$ cat config.mk
export PLATFORM = sky130hd
export DESIGN_NAME = shift_sequencer
export DESIGN_NICKNAME = d
export VERILOG_FILES = /design/src/rtl/shift_sequencer.sv
export SDC_FILE = /design/constraint.sdc
export NUM_CORES = 1
export LEC_CHECK = 0
export ABC_AREA = 1
export BUFFER_PORTS_ARGS = -buffer_cell sky130_fd_sc_hd__buf_2
export CORE_MARGIN = 5
export CORE_UTILIZATION = 28
export DETAILED_ROUTE_END_ITERATION = 8
export PLACE_DENSITY_LB_ADDON = 0.08
export RECOVER_POWER = 25
export SYNTH_ARGS = -nofsm -noshare
export SYNTH_HDL_FRONTEND = slang
export SYNTH_SLANG_ARGS = --single-unit
$ cat constraint.sdc
create_clock -name clk -period 3.59 [get_ports clk]
set_input_delay 0.359 -clock clk [delete_from_list [all_inputs] [get_ports clk]]
set_output_delay 0.359 -clock clk [all_outputs]
set_load 0.01 [all_outputs]
$ cat src/rtl/shift_sequencer.sv
// Multi-cycle shift engine: loops a working register through a single-position
// shifter `amount` times to build LSL/LSR/ASR/ROL by 0..15 with start/busy/done.
module shift_sequencer #(
  parameter int WIDTH = 16,
  parameter int AMT_W = 4
) (
  input  logic             clk,
  input  logic             rst,
  input  logic             start,
  input  logic [1:0]       op,
  input  logic [AMT_W-1:0] amount,
  input  logic [WIDTH-1:0] a,
  output logic             busy,
  output logic             done,
  output logic [WIDTH-1:0] result,
  output logic             carry_out
);

  localparam logic [1:0] OP_LSL = 2'b00;
  localparam logic [1:0] OP_LSR = 2'b01;
  localparam logic [1:0] OP_ASR = 2'b10;
  localparam logic [1:0] OP_ROL = 2'b11;

  typedef enum logic [1:0] {S_IDLE, S_SHIFT, S_DONE} state_t;

  state_t           r_state;
  logic [WIDTH-1:0] r_work;
  logic [AMT_W-1:0] r_count;
  logic [1:0]       r_op;
  logic             r_carry;
  logic [WIDTH-1:0] r_result;
  logic             r_carry_out;

  logic [WIDTH-1:0] w_left;
  logic [WIDTH-1:0] w_right;
  logic [WIDTH-1:0] w_work_nxt;
  logic             w_carry_nxt;

  // Single-position shifter the sequencer wraps.
  assign w_left  = {r_work[WIDTH-2:0], 1'b0};
  assign w_right = {1'b0, r_work[WIDTH-1:1]};

  always_comb begin
    w_work_nxt  = w_left;
    w_carry_nxt = r_work[WIDTH-1];
    case (r_op)
      OP_LSL: begin
        w_work_nxt  = w_left;
        w_carry_nxt = r_work[WIDTH-1];
      end
      OP_LSR: begin
        w_work_nxt  = w_right;
        w_carry_nxt = r_work[0];
      end
      OP_ASR: begin
        w_work_nxt  = {r_work[WIDTH-1], w_right[WIDTH-2:0]};
        w_carry_nxt = r_work[0];
      end
      OP_ROL: begin
        w_work_nxt  = {w_left[WIDTH-1:1], r_work[WIDTH-1]};
        w_carry_nxt = r_work[WIDTH-1];
      end
      default: ;
    endcase
  end

  always_ff @(posedge clk) begin
    if (rst) begin
      r_state     <= S_IDLE;
      r_work      <= '0;
      r_count     <= '0;
      r_op        <= '0;
      r_carry     <= 1'b0;
      r_result    <= '0;
      r_carry_out <= 1'b0;
    end else begin
      case (r_state)
        S_IDLE: begin
          if (start) begin
            r_work  <= a;
            r_op    <= op;
            r_count <= amount;
            r_carry <= 1'b0;
            if (amount != '0) begin
              r_state <= S_SHIFT;
            end else begin
              // Zero-length shift goes straight to DONE with the operand untouched.
              r_state     <= S_DONE;
              r_result    <= a;
              r_carry_out <= 1'b0;
            end
          end
        end
        S_SHIFT: begin
          r_work  <= w_work_nxt;
          r_carry <= w_carry_nxt;
          r_count <= r_count - 1'b1;
          if (r_count == AMT_W'(1)) begin
            r_state     <= S_DONE;
            r_result    <= w_work_nxt;
            r_carry_out <= w_carry_nxt;
          end
        end
        S_DONE:  r_state <= S_IDLE;
        default: r_state <= S_IDLE;
      endcase
    end
  end

  assign busy      = (r_state != S_IDLE);
  assign done      = (r_state == S_DONE);
  assign result    = r_result;
  assign carry_out = r_carry_out;

endmodule

---- Word-level counts from Yosys, hierarchy flattened ----
Index checks and enable logic that the tools add are counted.
cells by class
  add/sub/neg operators ................... 1
  eq/ne operators ......................... 9
  muxes and demuxes ....................... 18
  reduce and logical (&&, ||, !) cells .... 11
operators with widths
  operator                                                            number
  16-bit two-way mux                                                  4
  16-bit one-hot mux with 2 select lines                              2
  16-bit one-hot mux with 4 select lines                              1
  4-bit one-hot mux with 2 select lines                               1
  2-bit == test, second input constant                                3
  2-bit two-way mux                                                   3
  2-bit inequality test, second input constant                        3
  2-bit AND reduction                                                 3
  2-bit by 1-bit == test with 1-bit output, second input constant     2
  4-bit by 1-bit == test with 1-bit output, second input constant     1
  2-bit logical NOT                                                   2
  4-bit two-way mux                                                   1
  1-bit one-hot mux with 2 select lines                               2
  2-bit one-hot mux with 2 select lines                               1
  4-bit AND reduction                                                 1
  2-bit nonzero test                                                  2
  4-bit nonzero test                                                  1
  2-bit OR reduction                                                  2
  4-bit by 1-bit subtractor with 4-bit output, second input constant  1
  1-bit two-way mux                                                   3
word-level totals
  register bits after elaboration ......... 41
  input bits .............................. 25
  output and inout port bits .............. 19
  logic and storage cells ................. 45

---- Logic depth before layout (Yosys ltp) ----
Gate-level depths: netlist of the first run.
  depth after elaboration ................. 5
  depth in mapped cells ................... 12
  gate-level depth less buffers ........... 10

---- Least setup slack after synthesis of the first run ----
OpenSTA, ideal clock, no wires.
  path type ............................... reg-to-reg
  start point ............................. register r_op[0]
  end point ............................... register r_result[2], in the netlist result[2]
  path buffers ............................ 2
  setup time .............................. 0.113 ns
  arrival ................................. 1.354 ns
  stages on the path, launching flop included .. 13
  required time ........................... 3.477 ns
  slack ................................... 2.124 ns
  clock period less this slack ............ 1.466 ns
  cells stage by stage .................... dfxtp_1 > inv_1 > ha_1 > clkbuf_2 > inv_1 > nand2_2 > buf_4 > nand2_1 > nand2_1 > nand2_1 > nand2_1 > nor2_1 > nor2_1
on the way
  longest elaborated chain between the ends .. 4
  elaborated cells on any way between the ends .. 7
  those cells by class .................... 3 x eq/ne; 3 x mux; 1 x reduce/logical
RTL lines
  element                                      line  text
  from (decl)                                  29    logic [1:0] r_op;
  from (signal assigned)                       81    r_op <= op;
  2-bit == test, or another cell as far along  46    case (r_op)
  16-bit one-hot mux with 4 select lines (*)   46
  16-bit two-way mux (*)                       98    if (r_count == AMT_W'(1)) begin
  16-bit one-hot mux with 2 select lines (*)   77    case (r_state)
  to (signal assigned)                         100   r_result <= w_work_nxt;
  to (decl)                                    31    logic [WIDTH-1:0] r_result;
Mark *: on every way between the ends. The rest lies on a longest branch, timed or not. The select of a mux whose other input is x is not followed.
A chain may end at the register's enable or synchronous reset.

---- Worst setup path after layout of the first run ----
  start point ............................. register r_state[0]
  end point ............................... register r_result[10], in the netlist result[10]
on the way
  longest elaborated chain between the ends .. 3
  elaborated cells on any way between the ends .. 8
  those cells by class .................... 4 x eq/ne; 1 x mux; 3 x reduce/logical
RTL lines
  element                                                                               line  text
  from (decl)                                                                           26    state_t r_state;
  from (signal assigned)                                                                69    r_state <= S_IDLE;
  from (signal assigned)                                                                85    r_state <= S_SHIFT;
  from (signal assigned)                                                                88    r_state <= S_DONE;
  2-bit by 1-bit == test with 1-bit output / 2-bit logical NOT (equally long branches)  77
  2-bit inequality test (no line) / 2-bit nonzero test (equally long branches)          n/a
  4-bit AND reduction (no line)                                                         n/a
Parallel ways exist; a longest one is shown, timed or not.

==> summary.md, run 1 <==
| Metric | Value |
|---|---|
| Status | `completed` |
| Design area | `2596 um2` |
| Post-CTS setup repair buffer count | `0` |
| Die Ht | `100.3 um` |
| GRT overflow | `0` |
| Initial Utilization | `28.18%` |
| Worst slew margin | `30.18%` |
| Clk root buf | `clkbuf_8` |
| Clk sink count | `41` |
| Post-DP HPWL | `4096 um` |
| Net Sw Power | `408.6 uW` |
| Crit path time final | `2.182 ns` |
| Vias in the first global route | `2045` |
| Worst Setup Start Kind | `flop` |
| Gr usage total | `12.72%` |
| # placed instances | `506` |
| Synth cell types | `22` |
| Sequential share of power | `46.4%` |
| Seq/Total Area, Yosys | `35.98%` |
| Hold Vio Cnt, Final | `0` |
| Ys Warns | `0` |
| Peak Freq | `0.4582 GHz` |
| Core Area | `8093 um2` |
| Fin Clk Skew | `0.007618 ns` |
| Worst-path cell chain | `nand2_2, nand2_2, nand3_4, nor2_1, nor2_1` |
| Syn Inst Count | `374` |
| Max-cap violations | `0` |
| Post_cts resized | `0` |
| Hold Crit Start | `rst` |
| Storage cell area | `820.8 um2` |
| Tcrit/Tclk final | `60.79%` |
| IO Pins | `44` |
| Drt total wl | `6065 um` |
| Final GP Congestion | `0.7108` |
| CP required | `3.77 ns` |
| Ant. Diodes | `0` |
| DIE AREA | `10050 um2` |
| Post-route ant nets | `0` |
| Internal power | `767.7 uW` |
| Final non-filler cell total | `513` |
| Setup TNS Final | `0 ns` |
| Critical path type | `flop to flop` |
| Clk slew on worst S/H paths | `0.08 ns` |
| Via Count | `2207` |
| Nets | `439` |
| CTS tree | `built` |
| Mapped Avg Cell Area | `6.099 um2` |
| Crit Path Max Fanout | `35` |
| Maximum vdd ir drop | `0.1315 mV` |
| # rows | `33` |
| Worst slew pin tran | `1.041 ns` |
| Tightest Hold Check Type | `primary input to flop` |
| Max-slew violations | `0` |
| Placed inst area | `2529 um2` |
| DR pass1 iterations | `5` |
| Post-CTS Hold Fix Bufs | `0` |
| Remaining DRCs | `0` |
| Pwr per Cell Area | `453.1 nW/um2` |
| # fillers | `954` |
| Die span in x | `100.3 um` |
| CP peak stage delay | `0.59 ns` |
| Crit path from | `r_state[0]$_SDFFE_PP0P_` |
| DR WL/cell | `11.82 um` |
| Met2 WL | `2575 um` |
| Worst skew pair latency | `0.29 ns` |
| First-pass GRT wire length | `10270 um` |
| Arr. time, crit path | `2.37 ns` |
| Clock H-tree levels | `2` |
| CTS buffer count | `5` |
| Commonest non-fill, non-tap cell in the layout | `nand2_1` |
| M1 WL | `3220 um` |
| Comb power frac | `27.1%` |
| Proportion of layout cells with a drive suffix above 1 | `10.05%` |
| Seq cells post-synth | `41` |
| Port Buf Inserts | `43` |
| Crit. End Element | `flop` |
| Max clock buf depth | `2` |
| Top sig layer | `met4` |
| Mapped Area | `2281 um2` |
| Clk pwr share | `26.5%` |
| Initial antenna violation count | `0` |
| Leakage | `1.334 nW` |
| Commonest non-fill, non-tap cells in the layout | `142 x nand2_1, 61 x nor2_1, 47 x inv_1` |
| Area of the multi-input gates | `1170 um2` |
| Sw Ratio | `34.74%` |
| Pin count of the biggest net entering global routing | `37` |
| Area Growth Syn to Fin | `13.82%` |
| Drt first-iter violations | `102` |
| Final setup fails | `0` |
| Reg-to-Reg Start | `r_state[0]$_SDFFE_PP0P_` |
| Slowest CP cell | `nand2_2` |
| DR vias/cell | `4.302` |
| Syn nets | `405` |
| RSZ-0062 raised after global routing | `false` |
| WL met3 | `211 um` |
worst max-delay path, delay by kind of cell (launching register included):
| family | cells | cell delay, ns |
|---|---|---|
| flops | 1 | 0.41 |
| simple gates | 5 | 1.65 |
metal layers:
layer  GRT usage [%]  up-vias
li1                -     1201
met1           18.95      966
met2           18.14       35
met3           2.849        5
met4           3.731        0
met5               0        -
stage by stage:
step	setup slack (ns)	total power, mW	hold WS [ns]	utilization (%)
floorplan	2.124	0.7978	0.4281	-
global placement	1.439	0.8857	0.4965	31.25
detailed placement	1.353	0.8842	0.4958	31.25
CTS	1.339	1.205	0.3070	32.31
global route	1.049	1.273	0.3229	32.08
finish	1.408	1.176	0.3222	32.08
sequential cells by signal, indices dropped and copies added (netlist names):
signal and count:
carry_out 1, result 16, r_op 2, r_count 4, r_state 2, r_work 16
worst paths after layout:
| path | cells after the start | endpoint | slack (ns) |
|---|---|---|---|
| max | 5 | result[10]$_SDFFE_PP0P_ | 1.41 |
| min | 2 | r_state[0]$_SDFFE_PP0P_ | 0.32 |
| max reg2reg | 5 | result[10]$_SDFFE_PP0P_ | 1.41 |
| min reg2reg | 2 | r_count[3]$_SDFFE_PP0P_ | 0.50 |
cells by family (layout without fill, tap and decap cells):
group / count (synthesis) / count (layout) / synth area share [%]
flip-flops: 41 / 41 / 35.98
XOR/XNOR: 1 / 1 / 0.3841
buffers and inverters: 66 / 100 / 12.73
AND/OR/NAND/NOR: 212 / 212 / 36.15
adder cells (fa/ha/maj): 6 / 6 / 3.291
AO/OA/AOI/OAI: 48 / 48 / 11.47
power groups by stage:
stage | Sequential, mW | Combinational, mW | Clock, mW
after detailed placement | 0.555 | 0.329 | 0
final | 0.546 | 0.319 | 0.312
after global routing | 0.554 | 0.376 | 0.342
after floorplan | 0.558 | 0.240 | 0
after global placement | 0.556 | 0.330 | 0
after CTS | 0.545 | 0.331 | 0.329
Yosys cell counts:
library cell,count,share of area [%]
clkinv_1,1,0.16
inv_1,47,7.7
inv_2,1,0.16
nand2_1,142,23
buf_4,3,0.99
ha_1,6,3.3
a21oi_1,8,1.8
o21ai_0,24,5.3
a211oi_1,1,0.33
nand2_2,3,0.82
buf_2,5,1.1
a31oi_1,15,4.1
nand3_4,1,0.77
clkbuf_2,2,0.44
nor2_1,61,10
clkbuf_1,3,0.49
buf_6,3,1.5
nand3_1,4,0.88
buf_1,1,0.16
dfxtp_1,41,36
xor2_1,1,0.38
nor2_2,1,0.27
final cells by class:
| cell class | instances | area share (%) |
|---|---|---|
| Tap cell | 105 | 5.060 |
| Clock buffer | 7 | 3.325 |
| Timing Repair Buffer | 44 | 7.855 |
| Multi-Input combinational cell | 267 | 45.06 |
| Inverter | 49 | 7.084 |
| Sequential cell | 41 | 31.61 |
(Power assumes the default switching activity.)
==> run 2: changes to the inputs <==
==> constraint.sdc (replaced) <==
create_clock -name clk -period 2.07 [get_ports clk]
set_input_delay 0.207 -clock clk [delete_from_list [all_inputs] [get_ports clk]]
set_output_delay 0.207 -clock clk [all_outputs]
set_load 0.01 [all_outputs]
==> summary.md, run 2 (synthesis gave the netlist of run 1 again) <==
| Metric | Value |
|---|---|
| Final GP Congestion | `0.7313 (+2.9%)` |
| Vias in the first global route | `2250 (+10%)` |
| Clk pwr share | `28.4% (+1.9 points)` |
| Ant. Diodes | `0 (unchanged)` |
| Sequential share of power | `44.8% (-1.6 points)` |
| Commonest non-fill, non-tap cells in the layout | `142 x nand2_1, 61 x nor2_1, 47 x inv_1` |
| Arr. time, crit path | `1.82 ns (-0.55 ns)` |
| Nets | `443 (+0.91%)` |
| Post-CTS setup repair buffer count | `0 (unchanged)` |
| Commonest non-fill, non-tap cell in the layout | `nand2_1` |
| Net Sw Power | `729.7 uW (+79%)` |
| Tightest Hold Check Type | `primary input to flop` |
| Final setup fails | `0 (unchanged)` |
| Area Growth Syn to Fin | `15.96%` |
| Pwr per Cell Area | `798.8 nW/um2 (+76%)` |
| CP required | `2.26 ns (-1.51 ns)` |
| Final Power | `2.113 mW (+80%)` |
| Comb power frac | `26.8% (-0.3 points)` |
| Crit path time final | `1.631 ns (-0.5514 ns)` |
| Critical path type | `flop to flop` |
| Final non-filler cell total | `518 (+0.97%)` |
| Clk slew on worst S/H paths | `0.08 ns (about the same)` |
| Initial antenna violation count | `0 (unchanged)` |
| Peak Freq | `0.6131 GHz (+34%)` |
| Post-DP HPWL | `4216 um (+2.9%)` |
| Hold Vio Cnt, Final | `0 (unchanged)` |
| Fin Clk Skew | `0.01176 ns (+0.004140 ns)` |
| Post_cts resized | `0 (unchanged)` |
| Clk root buf | `clkbuf_8` |
| Clock H-tree levels | `2 (unchanged)` |
| Max clock buf depth | `2 (unchanged)` |
| Max-slew violations | `0 (unchanged)` |
| Die span in x | `100.3 um (unchanged)` |
| Worst slew margin | `68.02% (+38 points)` |
| Post-CTS Hold Fix Bufs | `0 (unchanged)` |
| CTS tree | `built` |
| RSZ-0062 raised after global routing | `false` |
| # rows | `33 (unchanged)` |
| Worst slew pin tran | `0.4786 ns (-0.5623 ns)` |
| Maximum vdd ir drop | `0.2861 mV (+120%)` |
| Proportion of layout cells with a drive suffix above 1 | `11.38% (+1.3 points)` |
| DR pass1 iterations | `4 (-1)` |
| DR vias/cell | `4.328 (+0.61%)` |
| # fillers | `940 (-1.5%)` |
| Core Area | `8093 um2 (unchanged)` |
| Crit Path Max Fanout | `14 (-60%)` |
| Post-route ant nets | `0 (unchanged)` |
| Worst r2r path cells | `10 (+5)` |
| # placed instances | `510 (+0.79%)` |
| CTS buffer count | `5 (unchanged)` |
| Setup TNS Final | `0 ns (unchanged)` |
| IO Pins | `44 (unchanged)` |
| Gr usage total | `12.77% (+0.049 points)` |
| DIE AREA | `10050 um2 (unchanged)` |
| Internal power | `1.383 mW (+80%)` |
| First-pass GRT wire length | `10380 um (+1.0%)` |
| Sw Ratio | `34.53% (-0.21 points)` |
| Leakage | `1.363 nW (+2.2%)` |
| Worst hold path depth | `2 (unchanged)` |
| GRT overflow | `0 (unchanged)` |
| Post-layout util | `32.68% (+0.60 points)` |
| Tcrit/Tclk final | `78.79% (+18 points)` |
| DR WL/cell | `11.61 um (-1.8%)` |
| Drt total wl | `6014 um (-0.84%)` |
| Worst Setup Start Kind | `flop` |
| Worst Hold Slack | `0.1696 ns (-0.1525 ns)` |
| Port Buf Inserts | `43 (unchanged)` |
| Remaining DRCs | `0 (unchanged)` |
| Via Count | `2242 (+1.6%)` |
| Pin count of the biggest net entering global routing | `36 (-2.7%)` |
| Worst skew pair latency | `0.30 ns (about the same)` |
| Die Ht | `100.3 um (unchanged)` |
| Initial Utilization | `28.18% (unchanged)` |
| Status | `completed` |
| Clk sink count | `41 (unchanged)` |
| Crit. End Element | `flop` |
| Drt first-iter violations | `60 (-41%)` |
| Max-cap violations | `0 (unchanged)` |
## run 2: cell types whose count changed in the layout (fill, tap and decap cells not counted), sizes merged
cell  delta
buf      +4
inv      +1
## run 2: area by class of cell
| type | count | area, um2 | area share [%] |
|---|---|---|---|
| clock inverter | 1 | 8.758 | 0.3311 |
| clock buffer | 7 | 96.34 | 3.642 |
| sequential | 41 | 820.8 | 31.03 |
| timing repair buffer | 48 | 234.0 | 8.846 |
| tap | 105 | 131.4 | 4.967 |
| inverter | 49 | 183.9 | 6.954 |
| multi-input combinational | 267 | 1170 | 44.23 |
## run 2: path summary, 6_finish.rpt
kind,from,endpoint,slack [ns]
setup / recovery,r_op[0]$_SDFFE_PP0P_,result[14]$_SDFFE_PP0P_,0.44
hold / removal,rst,r_count[2]$_SDFFE_PP0P_,0.17
setup reg to reg,r_op[0]$_SDFFE_PP0P_,result[14]$_SDFFE_PP0P_,0.44
hold reg to reg,r_count[3]$_SDFFE_PP0P_,r_count[3]$_SDFFE_PP0P_,0.51
## run 2: power groups by stage
stage	combinational, mW	clock, mW	sequential [mW]
after floorplan	0.416	0	0.967
after global placement	0.583	0	0.965
after global routing	0.671	0.657	0.961
after CTS	0.585	0.630	0.947
final	0.566	0.600	0.947
after detailed placement	0.583	0	0.965
## run 2: stage by stage
stage / area, um2 / worst slack, ns
final: 2645 / 0.4390
after global routing: 2645 / 0.1723
after CTS: 2664 / 0.4312
after detailed placement: 2559 / 0.4323
after global placement: 2559 / 0.4473
after floorplan: 2281 / 0.6037
## run 2: routing by layer
metal  vias up  global-route usage (%)  routed length [um]
met2        33                   20.03                2611
met3         6                   3.197                 258
met5         -                       0                   0
met1       994                   17.34                3080
li1       1209                       -                   -
met4         0                   3.627                  63
## run 2: worst max-delay path, cell delays in order, from the launching register on
cell and delay (ns):
dfxtp_1 0.36, inv_1 0.09, ha_1 0.23, inv_1 0.06, nand2_1 0.28, nand2_1 0.16
nand2_1 0.06, nand2_1 0.07, nand2_1 0.06, nor2_1 0.10, nor2_1 0.07
